--- src/rtl/uart_bit_timer.sv ---
// uart_bit_timer
//   Bit/frame timing engine shared by the UART TX and RX paths. Once a frame
//   is accepted it produces a mid-bit sample strobe and an end-of-bit shift
//   strobe at a runtime baud divisor. It also counts bits over a runtime frame
//   length and flags the final bit. Back-to-back frames are supported by
//   re-asserting start during the packet_done cycle.
//
// Ports
//   clk            system clock
//   rstn           asynchronous active-low reset
//   start          frame request, sampled on rising clk
//   abort          terminate the current frame immediately
//   baud_div       clocks per bit, latched when start is accepted
//   frame_bits     bits per frame, latched when start is accepted
//   busy           frame in progress
//   half_bit_flag  1-cycle strobe at bit centre (rounded down for odd divisors)
//   full_bit_flag  1-cycle strobe on the last cycle of each bit
//   bit_index      index of the current bit, 0 = start bit
//   packet_done    1-cycle strobe coincident with full_bit_flag of the last bit
//   cfg_err        1-cycle strobe: start rejected because of a bad config

module uart_bit_timer #(
    parameter int unsigned DIV_WIDTH = 16,
    parameter int unsigned MAX_BITS  = 15,
    parameter int unsigned BIT_WIDTH = 4
) (
    input  logic                 clk,
    input  logic                 rstn,
    input  logic                 start,
    input  logic                 abort,
    input  logic [DIV_WIDTH-1:0] baud_div,
    input  logic [BIT_WIDTH-1:0] frame_bits,
    output logic                 busy,
    output logic                 half_bit_flag,
    output logic                 full_bit_flag,
    output logic [BIT_WIDTH-1:0] bit_index,
    output logic                 packet_done,
    output logic                 cfg_err
);

    typedef enum logic {
        IDLE = 1'b0,
        RUN  = 1'b1
    } state_t;

    state_t               state, state_next;
    logic [DIV_WIDTH-1:0] baud_count, baud_count_next;
    logic [DIV_WIDTH-1:0] div_l, div_l_next;
    logic [BIT_WIDTH-1:0] bit_count, bit_count_next;
    logic [BIT_WIDTH-1:0] len_l, len_l_next;
    logic                 cfg_err_q, cfg_err_next;

    logic cfg_valid;
    logic running;
    logic at_half;
    logic at_full;
    logic last_bit;

    assign cfg_valid = (baud_div >= DIV_WIDTH'(2))
                    && (frame_bits != '0)
                    && (frame_bits <= BIT_WIDTH'(MAX_BITS));

    // Strobes are suppressed in an abort cycle so a terminated frame never
    // reports a bit edge or completion.
    assign running  = (state == RUN);
    assign at_half  = running && !abort && (baud_count == (div_l >> 1));
    assign at_full  = running && !abort && (baud_count == (div_l - DIV_WIDTH'(1)));
    assign last_bit = (bit_count == (len_l - BIT_WIDTH'(1)));

    assign busy          = running;
    assign half_bit_flag = at_half;
    assign full_bit_flag = at_full;
    assign packet_done   = at_full && last_bit;
    assign bit_index     = bit_count;
    assign cfg_err       = cfg_err_q;

    always_ff @(posedge clk or negedge rstn) begin
        if (!rstn) begin
            state      <= IDLE;
            baud_count <= '0;
            bit_count  <= '0;
            div_l      <= '0;
            len_l      <= '0;
            cfg_err_q  <= 1'b0;
        end else begin
            state      <= state_next;
            baud_count <= baud_count_next;
            bit_count  <= bit_count_next;
            div_l      <= div_l_next;
            len_l      <= len_l_next;
            cfg_err_q  <= cfg_err_next;
        end
    end

    always_comb begin
        state_next      = state;
        baud_count_next = baud_count;
        bit_count_next  = bit_count;
        div_l_next      = div_l;
        len_l_next      = len_l;
        cfg_err_next    = 1'b0;

        unique case (state)
            IDLE: begin
                if (start && !abort) begin
                    if (cfg_valid) begin
                        state_next      = RUN;
                        div_l_next      = baud_div;
                        len_l_next      = frame_bits;
                        baud_count_next = '0;
                        bit_count_next  = '0;
                    end else begin
                        cfg_err_next = 1'b1;
                    end
                end
            end

            RUN: begin
                if (abort) begin
                    state_next      = IDLE;
                    baud_count_next = '0;
                    bit_count_next  = '0;
                end else if (at_full) begin
                    baud_count_next = '0;
                    if (last_bit) begin
                        bit_count_next = '0;
                        // A start coinciding with the final bit edge chains the
                        // next frame without an idle cycle.
                        if (start && cfg_valid) begin
                            div_l_next = baud_div;
                            len_l_next = frame_bits;
                        end else begin
                            state_next   = IDLE;
                            cfg_err_next = start;
                        end
                    end else begin
                        bit_count_next = bit_count + BIT_WIDTH'(1);
                    end
                end else begin
                    baud_count_next = baud_count + DIV_WIDTH'(1);
                end
            end

            default: begin
                state_next = IDLE;
            end
        endcase
    end

endmodule
--- config.mk ---
export PLATFORM = sky130hd
export DESIGN_NAME = uart_bit_timer
export DESIGN_NICKNAME = d
export VERILOG_FILES = /design/src/rtl/uart_bit_timer.sv
export SDC_FILE = /design/constraint.sdc
export NUM_CORES = 1
export LEC_CHECK = 0
export BUFFER_PORTS_ARGS = -buffer_cell sky130_fd_sc_hd__buf_4
export CORE_MARGIN = 2
export CORE_UTILIZATION = 57
export CTS_CLUSTER_SIZE = 12
export DETAILED_ROUTE_END_ITERATION = 16
export PLACE_DENSITY = 0.78
export SLEW_MARGIN = 20
export SYNTH_ARGS = -nofsm -noshare
export SYNTH_HDL_FRONTEND = slang
export SYNTH_SLANG_ARGS = --single-unit
--- constraint.sdc ---
create_clock -name clk -period 3.32 [get_ports clk]
set_input_delay 0.332 -clock clk [delete_from_list [all_inputs] [get_ports clk]]
set_output_delay 0.332 -clock clk [all_outputs]
set_load 0.01 [all_outputs]
Word level (Yosys, flattened, before mapping) --
Cells that the tools add are included. Widths: inputs -> output; s select.
Cells by class: add/subtract/negate cells 4, $lt $le $gt $ge 2, eq/ne operators 10, muxes and demuxes 39, bitwise logic cells 1, reductions and logical operators 13
Operators with widths (number):
- $mux 16 | 10
- $pmux 16 s2 | 2
- $mux 4 | 11
- $add 16x1->16 const B | 1
- $eq 16x15->1 | 1
- $eq 16x16->1 | 1
- $ge 16x2->1 const B | 1
- $pmux 4 s2 | 2
- $sub 16x1->16 const B | 1
- $mux 1 | 12
- $logic_and 1x1->1 | 8
- $ne 2x1->1 const B | 3
- $ne 2x2->1 const B | 3
- $reduce_and 6->1 | 1
- $add 4x1->4 const B | 1
- $eq 4x4->1 | 1
- $le 4x4->1 const B | 1
- $pmux 1 s2 | 2
- $reduce_bool 4->1 | 1
- $sub 4x1->4 const B | 1
- $ne 3x2->1 const B | 1
- $reduce_and 3->1 | 1
- $reduce_and 2->1 | 1
- $logic_not 1->1 | 1
- $not 1->1 | 1
Storage, ports and cells: bits in registers 42, input bits 24, output and inout bits 9

Logic depth before layout (Yosys ltp) --
depth in word-level cells 9, gate-level depth with buffers 12, depth with buffers taken out 9

Least setup slack after synthesis --
No wires, ideal clock.
kind register to register, start point register div_l[4], end point register baud_count[13], setup time 0.119 ns, data arrival time 2.714 ns, data required time 3.201 ns, path slack 0.488 ns, cell stages (with the launch flop) 11, buffers on the path 3, clock period less this slack 2.832 ns, cells stage by stage dfrtp_1 > buf_2 > nor4_1 > and3_1 > mux2_2 > o211ai_1 > nand4_1 > buf_4 > a21oi_4 > buf_6 > nor2_1
On the way: word-level cells in the longest chain between the ends 6
RTL lines:
- start: declaration | RTL line 48 | logic [DIV_WIDTH-1:0] div_l, div_l_next;
- start signal: assignment | RTL line 89 | div_l <= div_l_next;
- $sub 16x1->16 | RTL line 67 | assign at_full = running && !abort && (baud_count == (div_l - DIV_WIDTH'(1)));
- $eq 16x16->1 | RTL line 67
- $logic_and 1x1->1 | RTL line 67
- $mux 16 | RTL line 123 | end else if (at_full) begin
- $mux 16 | RTL line 119 | if (abort) begin
- $pmux 16 s2 | RTL line 103 | unique case (state)
- end signal: assignment | RTL line 87 | baud_count <= baud_count_next;
- end: declaration | RTL line 47 | logic [DIV_WIDTH-1:0] baud_count, baud_count_next;
Every way passes these cells. A chain may end at the register's enable or synchronous reset.

Worst setup path in the final report --
start point register div_l[0], end point output port packet_done
On the way: word-level cells in the longest chain between the ends 4
RTL lines:
- $sub 16x1->16 | RTL line 67
- $eq 16x16->1 | RTL line 67
- $logic_and 1x1->1 | RTL line 67
- $logic_and 1x1->1 | RTL line 73 | assign packet_done = at_full && last_bit;
- end: declaration | RTL line 37 | output logic packet_done,
Every way passes these cells.

==> results.yml <==
synthesis:
  synth_seq_cells: 42
  synth-edff-count: 0
  yosys_most_used_dff: "dfrtp_1"
  syn_area_per_cell_um2: 8.01
  ys_types: 54
  yosysSeqAreaShare_pct: 29.4
  syn_nets: 474
  netlist_area_um2: 3570
  synthCells: 446
  yosysWarnings: 0
  async_flop_share_pct: 100
setup_path:
  arrival_ns: 2.92
  crit_type: "reg2out"
  startpoint: "div_l[0]$_DFFE_PN0P_"
  worst-path-max-fanout: 6
  endpoint_kind: "output port"
  cp-start-kind: "flop"
  r2r-start: "div_l[1]$_DFFE_PN0P_"
  worst_ep_required_time_ns: 2.99
die:
  fp.dieW_um: 83.2
  ios: 33
  initial_utilization_pct: 59.6
  die_h_um: 83.2
  coreArea_um2: 5990
  fp-row-count: 28
  dieArea_um2: 6920
cts:
  numCtsBuffers: 5
  clk_path_buf_depth: 2
  cts_root_buf: "clkbuf_8"
  cts_max_level: 2
  tritoncts: "yes"
  path_clk_slew_ns: 0.09
  cts.sinks: 42
  insertion_delay_ns: 0.30
power:
  seq_power_share_pct: 42.2
  p_clk_share_pct: 34.1
  power.internal_w: 0.00102
  ir_drop_mv: 0.234
  power_frac_comb_pct: 23.7
  swShare_pct: 31.5
  power.net_switching_w: 0.000472
  power_density_nw_per_um2: 373
  cellLeakagePower_nw: 1.60
timing:
  final_max_slew_viol_count: 0
  relSlewSlack_pct: 34.3
  fin_setup_tns_ns: 0
  tightestPinTransition_ns: 0.984
  finalHoldViolCount: 0
  rsz0062_at_grt: "no"
  clock_skew_ns: 0.00458
  min_period_over_period_pct: 97.9
  max_freq_mhz: 308
  min_period_ns: 3.25
  finalSetupViolCount: 0
grt:
  grt_util_met3_pct: 2.98
  grt_max_degree: 66
  grt_pass1_wl_um: 16100
  grt_usage_pct: 28.1
  antenna_found_initial: 0
  grt_use_met1_pct: 39.3
  overflow: 0
  top_usage_layer: "met2"
  grtUsageMet2_pct: 46.3
  grt_pass1_vias: 3165
place:
  port_buffers: 32
  hpwlAfterDp_um: 6860
  gp_congestion: 0.933
  place_area_um2: 3790
outcome:
  status: "finished clean"
final_layout:
  regArea_um2: 1050
  drive_gt1_share_pct: 18.3
  antennaDiodeCount: 0
  area_delta_synth_final_pct: 12.4
  multi_input_comb_area_um2: 2310
  final_area_um2: 4020
  fin_nets: 481
  layout_commonest_cell: "nand2_1"
  n_fill_cell: 498
  final_cell_mix: "nand2_1, buf_4, dfrtp_1"
drt:
  vias: 3444
  drt-initial-drc-count: 267
  ant_nets: 0
  wirelength_um: 9780
  wl_per_cell_um: 18.5
  vias_per_cell: 6.51
  first_pass_iters: 6
  post-route-drc-count: 0
job:
  drv_cap: 0
min_path:
  hp-class: "in2async"
-- cell usage after synthesis (11+ instances only) --
library cell   n  area, um2
xnor2_1       28        245
xor2_1        24        210
nand3_1       29        145
nor3_1        14       70.1
o311ai_0      16        140
nand2b_1      21        131
nand2_1       49        184
nand4_1       11       68.8
dfrtp_1       42       1050
nor2_1        27        101
a31oi_1       19        119
inv_1         12       45.0
o21ai_0       28        140
clkbuf_1      30        113
-- state kept, by name, indices dropped and copies added, names as in the netlist --
| name | flops |
|---|---|
| bit_index | 4 |
| cfg_err | 1 |
| busy | 1 |
| baud_count | 16 |
| div_l | 16 |
| len_l | 4 |
-- final cells by class --
type | instances | area share (%)
Sequential cell | 42 | 26.3
Clock buffer | 6 | 2.06
Tap cell | 75 | 2.34
Inverter | 12 | 1.12
Clock inverter | 2 | 1.50
Timing Repair Buffer | 47 | 9.10
Multi-Input combinational cell | 345 | 57.6
-- repair_timing --
action / CTS / global route
hold buffers: 0 / 0
pin swaps: 0 / 3
setup endpoints to repair: 2 / 24
gates cloned: 0 / 0
resized for setup: 3 / 11
setup buffers: 0 / 4
-- worst max-delay path, stage by stage, from the launching register on --
cell     delay, ns
dfrtp_2       0.41
buf_4         0.16
or4_4         0.54
a211o_1       0.32
or4_4         0.57
nor3_2        0.20
nand3_1       0.15
nor3_2        0.13
buf_4         0.14
-- per-stage QoR --
stage          setup WS [ns]  instances  hold slack, ns  utilization, %  power [W]
3_5_place_dp           0.182        517           0.364            63.2   0.000970
2_1_floorplan          0.488        446          0.0364               -   0.000868
5_1_grt              0.00972        529          0.0526            67.0    0.00157
3_3_place_gp           0.245        517           0.361            63.2   0.000958
4_1_cts              0.00206        525          0.0374            65.8    0.00148
6_report              0.0699        529          0.0187            67.0    0.00150
-- path summary, 6_finish.rpt --
check / to / slack, ns / cells after the start
setup / recovery: packet_done / 0.07 / 8
hold / removal: bit_index[0]$_DFFE_PN0P_ / 0.02 / 1
setup reg to reg: bit_index[3]$_DFFE_PN0P_ / 0.18 / 10
hold reg to reg: len_l[1]$_DFFE_PN0P_ / 0.59 / 2
max in group asynchronous: div_l[2]$_DFFE_PN0P_ / 2.89 / 1
min in group clk: div_l[8]$_DFFE_PN0P_ / 0.34 / 3
-- kinds of logic (layout without fill, tap and decap cells) --
family                   after synthesis  after routing  synth area share [%]
flip-flops                            42             42                  29.4
adder cells (fa/ha/maj)                4              4                  1.40
AO/OA/AOI/OAI                         92             92                  18.8
AND/OR/NAND/NOR                      192            192                  28.8
buffers and inverters                 59             67                  7.39
multiplexers                           5              5                  1.44
XOR/XNOR                              52             52                  12.7
-- power groups by stage --
stage / logic, W / clock network (W) / registers, W
after floorplan: 0.000292 / 0 / 0.000576
after global placement: 0.000322 / 0 / 0.000635
after detailed placement: 0.000331 / 0 / 0.000638
after CTS: 0.000335 / 0.000514 / 0.000630
after global routing: 0.000397 / 0.000535 / 0.000637
final: 0.000355 / 0.000510 / 0.000632
-- layer usage --
layer  share of wire [%]  up-vias
met5                   0        -
met4                 2.4        0
met3                 4.7       26
met2                  49      132
met1                  44     1673
li1                    -     1613
Power figures use the tool's default switching activity.
